[src/rtl/tone_synth.sv]
// Square-wave tone generator with an attack/sustain/release envelope, writing
// identical signed samples to both audio channels through a one-in-two-cycle strobe.
module tone_synth #(
  parameter int unsigned CNT_W        = 19,
  parameter logic [31:0] AMP_MAX      = 32'd10000000,
  parameter logic [31:0] ATTACK_STEP  = 32'd500000,
  parameter logic [31:0] RELEASE_STEP = 32'd250000
) (
  input  logic             CLOCK_50,
  input  logic             reset,
  input  logic [CNT_W-1:0] half_period,
  input  logic             audio_out_allowed,
  output logic             write_audio_out,
  output logic [31:0]      left_channel_audio_out,
  output logic [31:0]      right_channel_audio_out,
  output logic             note_active,
  output logic [31:0]      amp_level
);

  // Handshake: write_audio_out is a single-cycle strobe raised only when
  // audio_out_allowed was high and no strobe was high the cycle before;
  // sample data is loaded on the raising edge and held stable through it.

  typedef enum logic [1:0] {
    S_IDLE    = 2'd0,
    S_ATTACK  = 2'd1,
    S_SUSTAIN = 2'd2,
    S_RELEASE = 2'd3
  } state_e;

  localparam logic [CNT_W-1:0] CNT_ONE = 1;

  state_e           state_q, state_d;
  logic [CNT_W-1:0] cnt_q, cnt_d;
  logic [CNT_W-1:0] per_q, per_d;
  logic             ph_q, ph_d;
  logic [31:0]      amp_q, amp_d;
  logic             wr_q, wr_d;
  logic [31:0]      sample_q, sample_d;
  logic             active_q, active_d;

  logic        note_on;
  logic        half_done;
  logic [32:0] att_sum;
  logic [31:0] att_next;
  logic [31:0] rel_next;

  assign note_on   = (half_period != '0);
  assign half_done = (cnt_q == (per_q - CNT_ONE));
  assign att_sum   = {1'b0, amp_q} + {1'b0, ATTACK_STEP};
  assign att_next  = (att_sum >= {1'b0, AMP_MAX}) ? AMP_MAX : att_sum[31:0];
  assign rel_next  = (amp_q > RELEASE_STEP) ? (amp_q - RELEASE_STEP) : '0;

  // A new pitch is only adopted at a half-period boundary, so no half is cut short.
  always_comb begin
    cnt_d = cnt_q;
    ph_d  = ph_q;
    per_d = per_q;
    if (state_q == S_IDLE) begin
      cnt_d = '0;
      ph_d  = 1'b0;
      per_d = half_period;
    end else if (half_done) begin
      cnt_d = '0;
      ph_d  = ~ph_q;
      if (note_on) per_d = half_period;
    end else begin
      cnt_d = cnt_q + CNT_ONE;
    end
  end

  always_comb begin
    state_d = state_q;
    amp_d   = amp_q;
    case (state_q)
      S_IDLE: begin
        if (note_on) state_d = S_ATTACK;
      end
      S_ATTACK: begin
        if (!note_on) begin
          state_d = S_RELEASE;
        end else if (wr_q) begin
          amp_d = att_next;
          if (att_next == AMP_MAX) state_d = S_SUSTAIN;
        end
      end
      S_SUSTAIN: begin
        if (!note_on) state_d = S_RELEASE;
      end
      S_RELEASE: begin
        if (wr_q) amp_d = rel_next;
        // A retrigger wins over reaching zero on the same edge.
        if (note_on) state_d = S_ATTACK;
        else if (wr_q && (rel_next == '0)) state_d = S_IDLE;
      end
      default: state_d = S_IDLE;
    endcase
  end

  always_comb begin
    wr_d     = audio_out_allowed & ~wr_q;
    sample_d = sample_q;
    if (wr_d) begin
      if (state_q == S_IDLE) sample_d = '0;
      else                   sample_d = ph_q ? amp_q : (~amp_q + 32'd1);
    end
    active_d = (state_d != S_IDLE);
  end

  always_ff @(posedge CLOCK_50 or posedge reset) begin
    if (reset) begin
      state_q  <= S_IDLE;
      cnt_q    <= '0;
      per_q    <= '0;
      ph_q     <= 1'b0;
      amp_q    <= '0;
      wr_q     <= 1'b0;
      sample_q <= '0;
      active_q <= 1'b0;
    end else begin
      state_q  <= state_d;
      cnt_q    <= cnt_d;
      per_q    <= per_d;
      ph_q     <= ph_d;
      amp_q    <= amp_d;
      wr_q     <= wr_d;
      sample_q <= sample_d;
      active_q <= active_d;
    end
  end

  assign write_audio_out         = wr_q;
  assign left_channel_audio_out  = sample_q;
  assign right_channel_audio_out = sample_q;
  assign note_active             = active_q;
  assign amp_level               = amp_q;

endmodule
[config.mk]
export PLATFORM = sky130hd
export DESIGN_NAME = tone_synth
export DESIGN_NICKNAME = d
export VERILOG_FILES = /design/src/rtl/tone_synth.sv
export SDC_FILE = /design/constraint.sdc
export NUM_CORES = 1
export LEC_CHECK = 0
export ABC_AREA = 1
export CELL_PAD_IN_SITES_DETAIL_PLACEMENT = 0
export CELL_PAD_IN_SITES_GLOBAL_PLACEMENT = 2
export CORE_ASPECT_RATIO = 1.4
export CORE_UTILIZATION = 27
export DETAILED_ROUTE_END_ITERATION = 10
export PLACE_DENSITY = 0.74
export SYNTH_ARGS = -nofsm -noshare
export SYNTH_HDL_FRONTEND = slang
export SYNTH_SLANG_ARGS = --single-unit
[constraint.sdc]
create_clock -name CLOCK_50 -period 3.61 [get_ports CLOCK_50]
set_input_delay 0.722 -clock CLOCK_50 [delete_from_list [all_inputs] [get_ports CLOCK_50]]
set_output_delay 0.722 -clock CLOCK_50 [all_outputs]
set_load 0.01 [all_outputs]
==> qor.yml <==
outcome:
  run_status: "finished, final reports clean"
floorplanning:
  area_of_the_die_um2: 31800
  placementRows: 76
  die-width_um: 151
  ioPinCount: 120
  chipHeight_um: 211
  core_region_area_um2: 30700
  floorplan.initialDensity_pct: 27.3
logic_synthesis:
  synth-edff-count: 0
  yosys_most_used_dff: "sky130_fd_sc_hd__dfrtp_1"
  synth.lib_cells_used.distinct: 41
  syn_warnings: 0
  synth_async_sr_flop_share_pct: 100
  netlist_area_um2: 8390
  synth_nets: 1309
  synthDominantCellAreaShare_pct: 31.9
  synth_register_bits: 107
  synth_area_leaders: "sky130_fd_sc_hd__dfrtp_1 32%, sky130_fd_sc_hd__nand2_1 14%, sky130_fd_sc_hd__nand3_1 8.5%"
  synth.largest_area_cell: "sky130_fd_sc_hd__dfrtp_1"
  syn-instance-count: 1279
  syn_avg_cell_area_um2: 6.56
  post_synthesis_sequential_area_ratio_pct: 31.9
clocking:
  cts_buffers: 9
  cts_num_sinks: 107
  clock-root-buffer: "sky130_fd_sc_hd__clkbuf_16"
  max-clock-path-buffers: 2
  post_cts_resize_count: 0
  h-tree-depth: 3
  cts-hold-fix-buffers: 0
  postCtsSetupBuffers: 0
  clk_pin_slew_ns: 0.07
  clkLatencyLatePin_ns: 0.37
  cts_tree: "built"
global_route:
  grt_start_max_net_pins: 48
  antenna_found_initial: 0
  grt_first_pass_wirelength_um: 52000
  grt_util_all_layers_pct: 22.0
  grt.overflow.total: 0
  grt_pass1_vias: 8901
sta:
  tns_ns: 0
  timing.final.setup_violations: 0
  final_period_minus_worst_setup_slack_ns: 3.33
  finalHoldViolCount: 0
  final.hold.worst_slack_ns: 0.502
  max_clock_freq_mhz: 301
  grt_setup_unrepaired: "false"
  tightest_slew_ns: 0.687
  fin_worst_skew_ns: 0.0114
  post-route-period-util_pct: 92.1
  timing.final.max_slew_violations: 0
  slew-limit-headroom_pct: 54.2
finish:
  layout.cells.most_common: "sky130_fd_sc_hd__nand2_1"
  finish.net_count: 1411
  final-seq-area_um2: 2680
  final_cells: 1776
  area_of_the_multi_input_gates_um2: 4690
  final_cell_mix: "314 x sky130_fd_sc_hd__nand2_1, 142 x sky130_fd_sc_hd__nand3_1, 140 x sky130_fd_sc_hd__nor2_1"
  fin_util_pct: 33.4
  layout-drive-gt1-share_pct: 8.23
  antenna_cells: 0
  fillerInstances: 3380
  area.growth.synth_to_final_pct: 22.3
power_and_ir_drop:
  leakagePower_uw: 0.00478
  powerDensity_nw_per_um2: 927
  ir_worst_vdd_mv: 0.279
worst_setup_path:
  critical-path-max-stage-delay_ns: 0.48
  crit_family: "simple AND/OR/NAND/NOR gates"
  cpMostUsedCell: "sky130_fd_sc_hd__nand2_1"
  crit_buf_inv: 3
  worst-endpoint-arrival_ns: 3.58
  cp_max_delay_cell: "sky130_fd_sc_hd__dfrtp_1"
  critical_path_peak_fanout: 25
  path_cells: "inv_1 -> ha_1 -> nand2_1 -> nand2_1 -> nand2_1 -> nand3_2 -> nand2_2 -> nand3_2 -> nand2_4 -> buf_4 -> nand3_1 -> inv_1 -> nor3_1 -> nand3_1 -> nand2_1 -> nand3_1 -> nand2_1 -> nand2_1"
  worst_setup_path_end_kind: "register"
  required_time_of_the_critical_path_ns: 3.87
  setup.worst_path.class: "reg -> reg"
  timing.critical_path.from_type: "register"
placement:
  hpwlAfterDp_um: 26600
  placed_cells: 1760
  gpl.final_weighted_congestion: 0.852
  buffer_ports.inserted: 119
routing:
  vias: 8820
  route.antenna.remaining_nets: 0
  drt-wirelength-per-cell_um: 19.1
  detail_route.iter0.violations: 431
  drt_pre_antenna_iters: 5
  vias_per_cell: 4.97
  drc_errors: 0
  routed_wl_um: 34000
run:
  drv_cap: 0
worst_hold_path:
  hold_path_class: "reg -> reg"
[worst min-delay path, cell delays in order (launching register included)]
cell	delay [ns]
sky130_fd_sc_hd__dfrtp_1	0.37
sky130_fd_sc_hd__nand2_1	0.06
sky130_fd_sc_hd__nand2_1	0.05
[final cells by class]
cell class	instances	area share, %
sequential	107	26.1
multi-input combinational	953	45.7
timing repair buffer	173	15.7
clock inverter	3	0.219
inverter	137	5.03
clock buffer	13	2.54
tap	390	4.75
[worst paths after layout]
check / start / end / slack [ns] / cells after the start
max: amp_level[5] / note_active / 0.28 / 18
min: per_q[18] / per_q[18] / 0.50 / 2
max reg2reg: amp_level[5] / note_active / 0.28 / 18
min reg2reg: per_q[18] / per_q[18] / 0.50 / 2
max in group asynchronous: reset / amp_level[8] / 2.08 / 3
min in group asynchronous: reset / per_q[0] / 0.81 / 2
[cells by family after synthesis]
family	synth area share (%)
AND/OR/NAND/NOR	36.6
buffers and inverters	12.2
AO/OA/AOI/OAI	12.7
flip-flops	31.9
XOR/XNOR	5.43
adder cells (fa/ha/maj)	1.19
[registers in the layout (all words and copies together) (netlist names)]
signal / cells
amp_level: 32
left_channel_audio_out: 32
cnt_q: 19
per_q: 19
state_q: 2
note_active: 1
ph_q: 1
write_audio_out: 1
[where the power goes]
part	total, uW	switching [uW]	internal (uW)
logic	6260	3870	2400
clock network	1000	494	510
registers	2250	610	1640
[Yosys cell counts, types with 3 or more instances]
| master | number |
|---|---|
| sky130_fd_sc_hd__ha_1 | 8 |
| sky130_fd_sc_hd__nand4_1 | 29 |
| sky130_fd_sc_hd__nor3_2 | 5 |
| sky130_fd_sc_hd__nor2_2 | 10 |
| sky130_fd_sc_hd__nor3b_1 | 5 |
| sky130_fd_sc_hd__nor3_1 | 24 |
| sky130_fd_sc_hd__inv_1 | 124 |
| sky130_fd_sc_hd__dfrtp_1 | 107 |
| sky130_fd_sc_hd__clkinv_1 | 5 |
| sky130_fd_sc_hd__nand2_1 | 314 |
| sky130_fd_sc_hd__nand2_2 | 10 |
| sky130_fd_sc_hd__a21oi_1 | 53 |
| sky130_fd_sc_hd__clkbuf_1 | 20 |
| sky130_fd_sc_hd__o21ai_0 | 110 |
| sky130_fd_sc_hd__o21ai_1 | 12 |
| sky130_fd_sc_hd__inv_2 | 8 |
| sky130_fd_sc_hd__a32o_1 | 5 |
| sky130_fd_sc_hd__nor4_1 | 4 |
| sky130_fd_sc_hd__a21o_1 | 3 |
| sky130_fd_sc_hd__nand3_1 | 142 |
| sky130_fd_sc_hd__xnor2_1 | 11 |
| sky130_fd_sc_hd__buf_4 | 42 |
| sky130_fd_sc_hd__o211ai_1 | 4 |
| sky130_fd_sc_hd__buf_2 | 14 |
| sky130_fd_sc_hd__xor2_1 | 41 |
| sky130_fd_sc_hd__nand3_2 | 3 |
| sky130_fd_sc_hd__o31ai_1 | 6 |
| sky130_fd_sc_hd__buf_6 | 4 |
| sky130_fd_sc_hd__nor2_1 | 140 |
[per-layer routing]
layer,part of all wire (%),routed length [um],GRT usage [%],up-vias
met1,41,14100,26.0,4233
li1,-,-,-,4344
met3,3.2,1100,2.36,51
met5,0,0,0,-
met2,53,18000,40.5,192
met4,2.5,852,7.41,0
[stage by stage]
stage | setup slack (ns) | total power, uW | instance area, um2
floorplan | 0.0708 | 6010 | 8390
global placement | 0.121 | 8560 | 9980
detailed placement | 0.102 | 8540 | 9980
CTS | 0.0665 | 9590 | 10300
global route | 0.0928 | 10300 | 10300
finish | 0.284 | 9510 | 10300
Power figures use the tool's default switching activity.
